`src/rtl/spu_issue_stage_pkg.sv`:
```
// rtl/spu_issue_stage_pkg.sv - shared types, opcode encodings and latencies for the SPU issue stage
package spu_issue_stage_pkg;

    localparam int INST_WD  = 32;
    localparam int NUM_REGS = 128;
    localparam int CNT_W    = 3;

    typedef enum logic [3:0] {
        NOP, LNOP, AH, SFH, AI, ILA, IL, MPYA, SHLHI, CFLTS, ROTQBY, SHLQBY, LQD
    } Opcodes;

    typedef enum logic {PIPE_EVEN, PIPE_ODD} pipe_e;

    typedef enum logic [1:0] {ST_EMPTY, ST_PAIR, ST_SECOND} issue_state_e;

    typedef enum logic [2:0] {
        FMT_NONE, FMT_RR, FMT_RRR, FMT_RI7, FMT_RI8, FMT_RI10, FMT_RI16, FMT_RI18
    } fmt_e;

    // Everything a pipe sees from one issued instruction
    typedef struct packed {
        Opcodes      opcode;
        logic [6:0]  ra;
        logic [6:0]  rb;
        logic [6:0]  rc;
        logic [6:0]  rt;
        logic [6:0]  i7;
        logic [7:0]  i8;
        logic [9:0]  i10;
        logic [15:0] i16;
        logic [17:0] i18;
    } issue_t;

    typedef struct packed {
        issue_t           iss;
        pipe_e            pipe;
        logic             use_ra;
        logic             use_rb;
        logic             use_rc;
        logic             wr_rt;
        logic             illegal;
        logic [CNT_W-1:0] stall_cnt;
    } decode_t;

    localparam logic [3:0]  OPC_MPYA   = 4'hC;
    localparam logic [10:0] OPC_NOP    = 11'h201;
    localparam logic [10:0] OPC_LNOP   = 11'h001;
    localparam logic [10:0] OPC_AH     = 11'h0C8;
    localparam logic [10:0] OPC_SFH    = 11'h048;
    localparam logic [10:0] OPC_ROTQBY = 11'h1DC;
    localparam logic [10:0] OPC_SHLQBY = 11'h1DF;
    localparam logic [10:0] OPC_SHLHI  = 11'h07F;
    localparam logic [9:0]  OPC_CFLTS  = 10'h1D8;
    localparam logic [7:0]  OPC_AI     = 8'h1C;
    localparam logic [7:0]  OPC_LQD    = 8'h34;
    localparam logic [8:0]  OPC_IL     = 9'h081;
    localparam logic [6:0]  OPC_ILA    = 7'h21;

    localparam logic [CNT_W-1:0] STALL_FX   = 3'd2;
    localparam logic [CNT_W-1:0] STALL_SHUF = 3'd4;
    localparam logic [CNT_W-1:0] STALL_LS   = 3'd6;
    localparam logic [CNT_W-1:0] STALL_FP   = 3'd7;

    function automatic logic [CNT_W-1:0] op_stall(input Opcodes op);
        case (op)
            AH, SFH, AI, ILA, IL:  return STALL_FX;
            SHLHI, ROTQBY, SHLQBY: return STALL_SHUF;
            LQD:                   return STALL_LS;
            MPYA, CFLTS:           return STALL_FP;
            default:               return '0;
        endcase
    endfunction

endpackage

```
`src/rtl/spu_decode.sv`:
```
// rtl/spu_decode.sv - combinational single-instruction decoder for the SPU issue stage
module spu_decode
    import spu_issue_stage_pkg::*;
(
    input  logic [INST_WD-1:0] i_inst,
    output decode_t            o_dec
);

    Opcodes w_op;
    pipe_e  w_pipe;
    fmt_e   w_fmt;
    logic   w_ill;

    // Opcode fields are prefix-free across formats, so test order only matters for MPYA's 4-bit code
    always_comb begin
        w_op   = NOP;
        w_pipe = PIPE_EVEN;
        w_fmt  = FMT_NONE;
        w_ill  = 1'b0;
        if (i_inst[31:28] == OPC_MPYA) begin
            w_op = MPYA; w_fmt = FMT_RRR;
        end else begin
            case (i_inst[31:21])
                OPC_NOP:    w_op = NOP;
                OPC_LNOP:   begin w_op = LNOP;   w_pipe = PIPE_ODD; end
                OPC_AH:     begin w_op = AH;     w_fmt = FMT_RR; end
                OPC_SFH:    begin w_op = SFH;    w_fmt = FMT_RR; end
                OPC_ROTQBY: begin w_op = ROTQBY; w_fmt = FMT_RR; w_pipe = PIPE_ODD; end
                OPC_SHLQBY: begin w_op = SHLQBY; w_fmt = FMT_RR; w_pipe = PIPE_ODD; end
                OPC_SHLHI:  begin w_op = SHLHI;  w_fmt = FMT_RI7; end
                default: begin
                    if (i_inst[31:22] == OPC_CFLTS) begin
                        w_op = CFLTS; w_fmt = FMT_RI8;
                    end else if (i_inst[31:24] == OPC_AI) begin
                        w_op = AI; w_fmt = FMT_RI10;
                    end else if (i_inst[31:24] == OPC_LQD) begin
                        w_op = LQD; w_fmt = FMT_RI10; w_pipe = PIPE_ODD;
                    end else if (i_inst[31:23] == OPC_IL) begin
                        w_op = IL; w_fmt = FMT_RI16;
                    end else if (i_inst[31:25] == OPC_ILA) begin
                        w_op = ILA; w_fmt = FMT_RI18;
                    end else begin
                        w_ill = 1'b1;
                    end
                end
            endcase
        end
    end

    // NOP, LNOP and illegal words carry no fields and never write a register
    always_comb begin
        o_dec            = '0;
        o_dec.iss.opcode = w_op;
        o_dec.pipe       = w_pipe;
        o_dec.illegal    = w_ill;
        o_dec.wr_rt      = (w_fmt != FMT_NONE);
        o_dec.stall_cnt  = (w_fmt != FMT_NONE) ? op_stall(w_op) : '0;
        case (w_fmt)
            FMT_RR: begin
                o_dec.iss.rb = i_inst[20:14]; o_dec.iss.ra = i_inst[13:7]; o_dec.iss.rt = i_inst[6:0];
                o_dec.use_ra = 1'b1; o_dec.use_rb = 1'b1;
            end
            FMT_RRR: begin
                o_dec.iss.rt = i_inst[27:21]; o_dec.iss.rb = i_inst[20:14];
                o_dec.iss.ra = i_inst[13:7];  o_dec.iss.rc = i_inst[6:0];
                o_dec.use_ra = 1'b1; o_dec.use_rb = 1'b1; o_dec.use_rc = 1'b1;
            end
            FMT_RI7: begin
                o_dec.iss.i7 = i_inst[20:14]; o_dec.iss.ra = i_inst[13:7]; o_dec.iss.rt = i_inst[6:0];
                o_dec.use_ra = 1'b1;
            end
            FMT_RI8: begin
                o_dec.iss.i8 = i_inst[21:14]; o_dec.iss.ra = i_inst[13:7]; o_dec.iss.rt = i_inst[6:0];
                o_dec.use_ra = 1'b1;
            end
            FMT_RI10: begin
                o_dec.iss.i10 = i_inst[23:14]; o_dec.iss.ra = i_inst[13:7]; o_dec.iss.rt = i_inst[6:0];
                o_dec.use_ra  = 1'b1;
            end
            FMT_RI16: begin
                o_dec.iss.i16 = i_inst[22:7]; o_dec.iss.rt = i_inst[6:0];
            end
            FMT_RI18: begin
                o_dec.iss.i18 = i_inst[24:7]; o_dec.iss.rt = i_inst[6:0];
            end
            default: ;
        endcase
    end

endmodule

```
`src/rtl/spu_issue_stage.sv`:
```
// rtl/spu_issue_stage.sv - SPU dual-issue stage: pair register, issue FSM, scoreboard, registered pipe outputs
module spu_issue_stage
    import spu_issue_stage_pkg::*;
#(
    parameter int INST_WD  = 32,
    parameter int NUM_REGS = 128,
    parameter int CNT_W    = 3
) (
    input  logic               clk,
    input  logic               rst,
    input  logic               inst_valid,
    output logic               inst_ready,
    input  logic [INST_WD-1:0] inst0,
    input  logic [INST_WD-1:0] inst1,
    output Opcodes             opcode_ep,
    output Opcodes             opcode_op,
    output logic [6:0]         ra_addr_ep,
    output logic [6:0]         rb_addr_ep,
    output logic [6:0]         rc_addr_ep,
    output logic [6:0]         rt_addr_ep,
    output logic [6:0]         ra_addr_op,
    output logic [6:0]         rb_addr_op,
    output logic [6:0]         rc_addr_op,
    output logic [6:0]         rt_addr_op,
    output logic [6:0]         imm_I7e,
    output logic [7:0]         imm_I8e,
    output logic [9:0]         imm_I10e,
    output logic [15:0]        imm_I16e,
    output logic [17:0]        imm_I18e,
    output logic [6:0]         imm_I7o,
    output logic [7:0]         imm_I8o,
    output logic [9:0]         imm_I10o,
    output logic [15:0]        imm_I16o,
    output logic [17:0]        imm_I18o,
    output logic               illegal_inst
);

    issue_state_e     r_state;
    logic [INST_WD-1:0] r_inst0, r_inst1;
    logic [CNT_W-1:0] r_sb [NUM_REGS];
    issue_t           r_ep, r_op;
    logic             r_illegal;

    decode_t      w_d0, w_d1;
    logic         w_rdy0, w_rdy1, w_raw, w_waw, w_dual;
    logic         w_iss0, w_iss1, w_drain, w_accept;
    issue_state_e w_next;
    issue_t       w_ep, w_op;

    spu_decode u_dec0 (.i_inst(r_inst0), .o_dec(w_d0));
    spu_decode u_dec1 (.i_inst(r_inst1), .o_dec(w_d1));

    assign w_rdy0 = !((w_d0.use_ra && r_sb[w_d0.iss.ra] != '0) ||
                      (w_d0.use_rb && r_sb[w_d0.iss.rb] != '0) ||
                      (w_d0.use_rc && r_sb[w_d0.iss.rc] != '0));
    assign w_rdy1 = !((w_d1.use_ra && r_sb[w_d1.iss.ra] != '0) ||
                      (w_d1.use_rb && r_sb[w_d1.iss.rb] != '0) ||
                      (w_d1.use_rc && r_sb[w_d1.iss.rc] != '0));
    assign w_raw  = w_d0.wr_rt && ((w_d1.use_ra && w_d1.iss.ra == w_d0.iss.rt) ||
                                   (w_d1.use_rb && w_d1.iss.rb == w_d0.iss.rt) ||
                                   (w_d1.use_rc && w_d1.iss.rc == w_d0.iss.rt));
    assign w_waw  = w_d0.wr_rt && w_d1.wr_rt && (w_d0.iss.rt == w_d1.iss.rt);
    assign w_dual = (w_d0.pipe != w_d1.pipe) && w_rdy0 && w_rdy1 && !w_raw && !w_waw;

    always_comb begin
        w_iss0 = 1'b0;
        w_iss1 = 1'b0;
        w_next = r_state;
        case (r_state)
            ST_PAIR: begin
                if (w_dual) begin
                    w_iss0 = 1'b1; w_iss1 = 1'b1; w_next = ST_EMPTY;
                end else if (w_rdy0) begin
                    w_iss0 = 1'b1; w_next = ST_SECOND;
                end
            end
            ST_SECOND: begin
                if (w_rdy1) begin
                    w_iss1 = 1'b1; w_next = ST_EMPTY;
                end
            end
            default: ;
        endcase
    end

    assign w_drain    = (w_next == ST_EMPTY) && (w_iss0 || w_iss1);
    assign inst_ready = (r_state == ST_EMPTY) || w_drain;
    assign w_accept   = inst_valid && inst_ready;

    // The split rules guarantee at most one issued instruction per pipe
    always_comb begin
        w_ep        = '0;
        w_ep.opcode = NOP;
        w_op        = '0;
        w_op.opcode = LNOP;
        if (w_iss0 && w_d0.pipe == PIPE_EVEN)      w_ep = w_d0.iss;
        else if (w_iss1 && w_d1.pipe == PIPE_EVEN) w_ep = w_d1.iss;
        if (w_iss0 && w_d0.pipe == PIPE_ODD)       w_op = w_d0.iss;
        else if (w_iss1 && w_d1.pipe == PIPE_ODD)  w_op = w_d1.iss;
    end

    always_ff @(posedge clk) begin
        if (!rst) begin
            r_state     <= ST_EMPTY;
            r_inst0     <= '0;
            r_inst1     <= '0;
            r_ep        <= '0;
            r_ep.opcode <= NOP;
            r_op        <= '0;
            r_op.opcode <= LNOP;
            r_illegal   <= 1'b0;
        end else begin
            r_state   <= w_accept ? ST_PAIR : w_next;
            if (w_accept) begin
                r_inst0 <= inst0;
                r_inst1 <= inst1;
            end
            r_ep      <= w_ep;
            r_op      <= w_op;
            r_illegal <= (w_iss0 && w_d0.illegal) || (w_iss1 && w_d1.illegal);
        end
    end

    // A fresh load wins over the per-cycle countdown on the same register
    always_ff @(posedge clk) begin
        for (int i = 0; i < NUM_REGS; i++) begin
            if (!rst)
                r_sb[i] <= '0;
            else if (w_iss0 && w_d0.wr_rt && int'(w_d0.iss.rt) == i)
                r_sb[i] <= w_d0.stall_cnt;
            else if (w_iss1 && w_d1.wr_rt && int'(w_d1.iss.rt) == i)
                r_sb[i] <= w_d1.stall_cnt;
            else if (r_sb[i] != '0)
                r_sb[i] <= r_sb[i] - 1'b1;
        end
    end

    assign opcode_ep    = r_ep.opcode;
    assign ra_addr_ep   = r_ep.ra;
    assign rb_addr_ep   = r_ep.rb;
    assign rc_addr_ep   = r_ep.rc;
    assign rt_addr_ep   = r_ep.rt;
    assign imm_I7e      = r_ep.i7;
    assign imm_I8e      = r_ep.i8;
    assign imm_I10e     = r_ep.i10;
    assign imm_I16e     = r_ep.i16;
    assign imm_I18e     = r_ep.i18;
    assign opcode_op    = r_op.opcode;
    assign ra_addr_op   = r_op.ra;
    assign rb_addr_op   = r_op.rb;
    assign rc_addr_op   = r_op.rc;
    assign rt_addr_op   = r_op.rt;
    assign imm_I7o      = r_op.i7;
    assign imm_I8o      = r_op.i8;
    assign imm_I10o     = r_op.i10;
    assign imm_I16o     = r_op.i16;
    assign imm_I18o     = r_op.i18;
    assign illegal_inst = r_illegal;

endmodule

```
`config.mk`:
```
export PLATFORM = sky130hd
export DESIGN_NAME = spu_issue_stage
export DESIGN_NICKNAME = d
export VERILOG_FILES = /design/src/rtl/spu_issue_stage_pkg.sv /design/src/rtl/spu_decode.sv /design/src/rtl/spu_issue_stage.sv
export SDC_FILE = /design/constraint.sdc
export NUM_CORES = 2
export LEC_CHECK = 0
export CORE_UTILIZATION = 30
export DETAILED_ROUTE_END_ITERATION = 10
export SYNTH_ARGS = -nofsm -noshare
export SYNTH_HDL_FRONTEND = slang
export SYNTH_HIERARCHICAL = 1
export SYNTH_SLANG_ARGS = --single-unit
```
`constraint.sdc`:
```
create_clock -name clk -period 9.45 [get_ports clk]
set_input_delay 1.4175 -clock clk [delete_from_list [all_inputs] [get_ports clk]]
set_output_delay 1.4175 -clock clk [all_outputs]
set_load 0.005 [all_outputs]
```
## Word level (Yosys, flattened, before mapping)

Memories as Yosys holds them, arrays and structs flattened.
Cells that the tools add are included.

| storage, ports and cells | value |
|---|---|
| register bits | 249 |
| bits in latches | 0 |
| memory bits (writable) | 384 |
| bits in read-only memories | 96 |
| input bits | 67 |
| output and inout bits | 184 |
| memories kept | 3 |

| cells by class | value |
|---|---|
| add/subtract/negate cells | 128 |
| $mul | 0 |
| div/mod/pow operators | 0 |
| order comparisons | 0 |
| equal/unequal tests | 301 |
| shift-type cells | 0 |
| mux-type cells | 2014 |
| bitwise logic cells | 387 |
| reduce and logical (&&, ||, !) cells | 452 |

Memories:

| name | words | bits a word | read ports | clocked after memory_dff | wr ports | line | text |
|---|---|---|---|---|---|---|---|
| r_sb | 128 | 3 | 134 | 0 | 128 | spu_issue_stage.sv:40 | `logic [CNT_W-1:0] r_sb [NUM_REGS];` |
| (no name shown) | 16 | 3 | 1 | 0 | 0 | spu_issue_stage_pkg.sv:65 | `case (op)` |
| (no name shown) | 16 | 3 | 1 | 0 | 0 | spu_issue_stage_pkg.sv:65 |  |

Operator list:

| operator | number |
|---|---|
| 2-to-1 mux 1 bit | 1571 |
| 2-to-1 mux 3 bit | 400 |
| equality test 7 bit, second input constant | 128 |
| equality test 7 x 6 -> 1 bit, second input constant | 66 |
| nonzero test 3 bit | 136 |
| OR 1 bit | 384 |
| subtractor 3 x 1 -> 3 bit, second input constant | 128 |
| 2-to-1 mux 91 bit | 4 |
| logical AND 1 bit | 282 |
| equality test 7 x 5 -> 1 bit, second input constant | 32 |
| equality test 7 x 4 -> 1 bit, second input constant | 16 |
| equality test 7 x 3 -> 1 bit, second input constant | 8 |
| 2-to-1 mux 7 bit | 8 |
| one-hot mux 4 bit (7 select lines) | 2 |
| equality test 11 x 7 -> 1 bit, second input constant | 4 |
| equality test 11 x 9 -> 1 bit, second input constant | 4 |
| 2-to-1 mux 4 bit | 10 |
| 2-to-1 mux 18 bit | 2 |
| 2-to-1 mux 16 bit | 2 |
| equality test 7 x 2 -> 1 bit, second input constant | 4 |
| equality test 7 bit | 4 |
| one-hot mux 7 bit (2 select lines) | 2 |
| equality test 3 bit, second input constant | 8 |
| equality test 11 x 1 -> 1 bit, second input constant | 2 |
| other kinds (30) | 75 |

## Logic depth before layout (Yosys ltp)

An unclocked memory read counts as a cell.

| logic depth | value |
|---|---|
| depth in word-level cells | 31 |
| depth in mapped cells | 26 |
| depth with buffers taken out | 17 |

## Modules after synthesis

Netlist, hierarchy kept.

By module, submodules not included:

| module | times used | cells each | area an instance (sq um) |
|---|---|---|---|
| spu_issue_stage | 1 | 5499 | 48222.5 |
| spu_decode at u_dec1 | 1 | 175 | 1144.8 |
| spu_decode at u_dec0 | 1 | 167 | 1099.8 |

## Worst setup path after synthesis

Ideal clock, no wire load.

| timing path | value |
|---|---|
| path kind | reg2out |
| from | register r_inst1[30] |
| to | output inst_ready |
| arrival time | 4.135 ns |
| required time | 8.033 ns |
| path slack | 3.897 ns |
| stages on the path, launching flop included | 19 |
| path buffers | 4 |
| cells stage by stage | dfxtp_1 or2_1 or2_1 nand2b_1 buf_6 and4b_1 buf_2 nor2b_1 buf_2 buf_6 mux4_2 a211o_1 a2111oi_0 a311oi_1 o2111ai_1 nand4_2 nor2_2 o211a_1 o211a_1 |

RTL lines:

| what | line | text |
|---|---|---|
| start: declaration | spu_issue_stage.sv:39 | `logic [INST_WD-1:0] r_inst0, r_inst1;` |
| start signal: assignment | spu_issue_stage.sv:116 | `r_inst1 <= inst1;` |
| end: declaration | spu_issue_stage.sv:12 | `output logic inst_ready,` |

==> impl_results.md <==
- DIE HEIGHT: 412 um
- Part of the total power dissipated in sequential elements: 0.359
- IR Drop Worst-Case VDD: 0.000119 V
- Final Util: 0.349
- Per-cell via count in the routed design: 6.53
- H-tree depth: 3
- Worst endpoint required time: 8.03 ns
- Seq cells post-synth: 633
- Number of antenna-violating nets in the routed design: 0
- Length in cells of the worst reg-to-reg path: 16
- Via count of the first global-routing pass: approximately 50,000
- Most common cell after layout, fill and taps aside: nand2_1
- Largest family of logic cells by synthesized area: compound AO/OA/AOI/OAI gates
- Xor/xnor cell area share of the yosys netlist: 0.00573
- Leak: 20.8 nW
- Number of hold buffers added after cts: 0
- Setup TNS: 0 ns
- Worst-margin pin slew: 1.44 ns
- Startpoint of the worst setup timing path: r_inst1[25]
- Worst stage delay on the critical path: 1.17 ns
- Skew-Pair Late Insertion Delay: 0.73 ns
- Global-route wire length before repair: between 300,000 and 400,000 um
- Warnings from Yosys: 6
- Cell at the root of the clock tree: clkbuf_16
- Area of the core: 0.167 mm^2
- Avg Cell Area, Syn: 8.64 um^2
- Layout cell share with drive strength beyond 1: 0.106
- Post-synth EDFFs: 384
- Combinational Power Share: 0.426
- Pint: 0.00846 W
- Total number of vias: 53,700
- Count of clock tree sinks: 633
- Setup Crit Path Kind: flip-flop to output port
- Sequential area share after synthesis: 0.327
- Number of standard cells in the final layout excluding fillers: 8,215
- Worst max-slew margin expressed relative to the limit: 0.0317
- TritonCTS buffer count: 80
- Setup fix buffers added after clock tree synthesis: 0
- Final HPWL from detailed placement: 200,000 um
- Kind of start point of the critical path: flip-flop
- Largest net degree at the start of global routing: 146
- CP Capture Type: output port
- Library cell contributing the largest single delay on the critical path: a2111oi_0
- Clock slew at reported path FFs: 0.07 ns
- TritonRoute pass-1 iters: 8
- Number of buffers between clock root and the deepest sink: 3
- Final nets: around 6,300
- Hold Fails Final Rpt: 0
- Share of flip-flops with an asynchronous set or reset after synthesis: 0
- Final setup viols: 0
- Synthesized netlist cell count: 5,841
- DR iter-0 viols: roughly 9,000
- Fraction of power consumed by the clock network: 0.215
- Final worst clock skew: 0.0414 ns
- Outcome: complete, no violations
- Post-CTS resize count: 0
- Post-synthesis compound-gate area fraction: 0.216
- Cells on Worst Hold Path: 2
- DIE AREA: about 0.17 mm^2
- Setup WS post-layout: approximately 0.10 ns
- Fraction of the mapped netlist area in adder cells: 0.0642
- Layout Area Growth over Synthesis: 15.7%
- Min-delay src: r_inst1[4]
- Starting Density: 0.302
- Achievable clock frequency: 0.107 GHz
- Netlist area before placement: 0.0505 mm^2
- Count of cell types in the netlist: approximately 110
- Pre-CTS setup slack: 1.17 ns
- DRC viols: 0
- Source of the worst register-to-register timing path: r_inst1[25]
- Top-level port count: 251
- Count of standard-cell rows: 150
- Detail-routed net length per standard cell: 33.4 um
- Routed wire length: 275,000 um
- TritonCTS clock tree: yes
- Mux cell area share after synthesis: 0.105
- Endpoint of the worst hold path: r_inst1[4]
- Aggregate global-route resource usage: 0.312
- Worst-path fanout max: 21
- Switching portion of total power: 0.420
- Final weighted congestion in routability-driven placement: 1.11
- Total net switching power: 0.00613 W
- Net count after synthesis: between 6,000 and 7,000
- Placed insts: between 8,000 and 9,000
- Area fraction in and, or, nand and nor cells after synthesis: 0.196
- Top flip-flop cell by instance count after synthesis: edfxtp_1
- Worst-case register-to-register setup slack: 1.05 ns
- RSZ-0062 raised after global routing: no
- Final Critical Period: approximately 9.3 ns
- Worst flop-to-flop path endpoint: r_sb[41][2]
- Most Frequent Cell on Critical Path: o211a_1
- Endpoint arrival time on the critical path: 7.93 ns
- Hold Path Class: flip-flop to flip-flop
- Post-route fraction of the period consumed by the critical path: 0.989
- Highest-count cells in the layout ignoring fill and taps: 723 x nand2_1, 633 x nor2_1, 606 x inv_1
- Die width: just over 400 um
- Power density of the placed cells: ~250 mW/mm^2
- Port-buffer cells: between 200 and 300
- Max-cap check violation count: 0
- Final max-slew violation count: 0
- Ordered list of cells on the worst path: nor4_1 -> and4_1 -> and4b_1 -> nor2b_4 -> buf_4 -> a31oi_1 -> a211o_1 -> a2111oi_0 -> a311oi_1 -> o2111ai_1 -> nand4_2 -> nor2_2 -> o211a_1 -> o211a_1 -> clkdlybuf4s50_1
- Initial antenna violation count: 24
- Aggregate global routing overflow: 0
## state kept, by name, summed over array words and instances, names as in the netlist, 8 cells and up
signal / flops
imm_I10e: 10
imm_I10o: 10
imm_I16e: 16
imm_I16o: 16
imm_I18e: 18
imm_I18o: 18
imm_I8e: 8
imm_I8o: 8
r_inst0: 32
r_inst1: 32
r_sb: 384
## logic make-up (layout without fill, tap and decap cells)
group,after synthesis,after routing
other cells,0,21
xor+xnor,33,33
mux,327,327
buf+inv,1063,1212
simple gates,2126,2126
flops,633,633
compound gates,1400,1400
fa+ha+maj,259,259
## synthesized netlist by cell type (14+ instances only)
| cell | n | area, um^2 |
|---|---|---|
| nand2_1 | 723 | 2710 |
| nor2_1 | 635 | 2380 |
| inv_1 | 607 | 2280 |
| edfxtp_1 | 384 | 11500 |
| nor3_1 | 261 | 1310 |
| ha_1 | 259 | 3240 |
| dfxtp_1 | 249 | 4980 |
| clkbuf_1 | 237 | 890 |
| a21oi_1 | 191 | 956 |
| a221o_1 | 164 | 1640 |
| a22oi_1 | 161 | 1210 |
| mux4_2 | 160 | 3600 |
| o221ai_1 | 155 | 1360 |
| mux2i_1 | 148 | 1480 |
| o2111ai_1 | 144 | 1260 |
| buf_2 | 133 | 666 |
| and2_1 | 113 | 707 |
| o21ai_0 | 106 | 531 |
| a211oi_1 | 89 | 668 |
| a32oi_1 | 70 | 613 |
| nor4_1 | 59 | 369 |
| and3_1 | 54 | 338 |
| buf_1 | 48 | 180 |
| nor2b_1 | 40 | 250 |
| a31oi_1 | 37 | 231 |
| a2111oi_0 | 36 | 315 |
| nand3_1 | 36 | 180 |
| a311oi_1 | 31 | 272 |
| nand2b_1 | 29 | 181 |
| nand4_1 | 27 | 169 |
| a211o_1 | 26 | 228 |
| or3_1 | 25 | 156 |
| a21o_1 | 24 | 180 |
| xnor2_1 | 21 | 184 |
| mux2_2 | 19 | 214 |
| o211ai_1 | 19 | 143 |
| o22ai_1 | 18 | 113 |
| or2_2 | 17 | 106 |
| a221oi_1 | 15 | 131 |
| a22o_1 | 15 | 131 |
| o31ai_1 | 15 | 113 |
| buf_6 | 14 | 158 |
## critical path: cells and delay by family (launching register included)
family	cells	cell delay, ns
DFF	1	0.43
and+or+nand+nor	6	3.16
buffers and inverters	2	0.98
AOI/OAI and AO/OA	7	2.60
## worst max-delay path by stage
stage / end / depth (start not counted)
after global routing: inst_ready / 15
after global placement: inst_ready / 14
after detailed placement: inst_ready / 14
after floorplan: inst_ready / 18
after CTS: inst_ready / 14
final: inst_ready / 15
## area by class of cell
class	count	area [um^2]
Sequential cell	633	16500
Timing Repair Buffer	448	4120
Fill cell	17200	109000
Clock inverter	49	419
Clock buffer	97	2200
Antenna cell	21	52.6
Tap cell	2204	2760
Multi-Input combinational cell	4145	30000
Inverter	618	2320
## power by group through the flow
| stage | Combinational [W] | Clock (W) | Sequential, W |
|---|---|---|---|
| floorplan | 0.00420 | 0 | 0.00461 |
| global placement | 0.00587 | 0 | 0.00520 |
| detailed placement | 0.00596 | 0 | 0.00520 |
| CTS | 0.00600 | 0.00315 | 0.00515 |
| global route | 0.00670 | 0.00325 | 0.00526 |
| finish | 0.00621 | 0.00314 | 0.00524 |
## layer usage
layer	track usage	vias to the layer above	share of wire
li1	-	22100	-
met1	0.389	26000	0.37
met2	0.445	4504	0.40
met3	0.113	1080	0.15
met4	0.212	22	0.081
met5	0	-	0.00053
## per-stage QoR
step	instance area, um^2	total power (W)	hold slack (ns)
finish	58400	0.0146	0.493
global route	58300	0.0152	0.507
detailed placement	55700	0.0112	0.475
CTS	58300	0.0143	0.490
global placement	55700	0.0111	0.464
floorplan	50500	0.00881	0.431
Note: power is estimated with default switching activity, not from simulation.
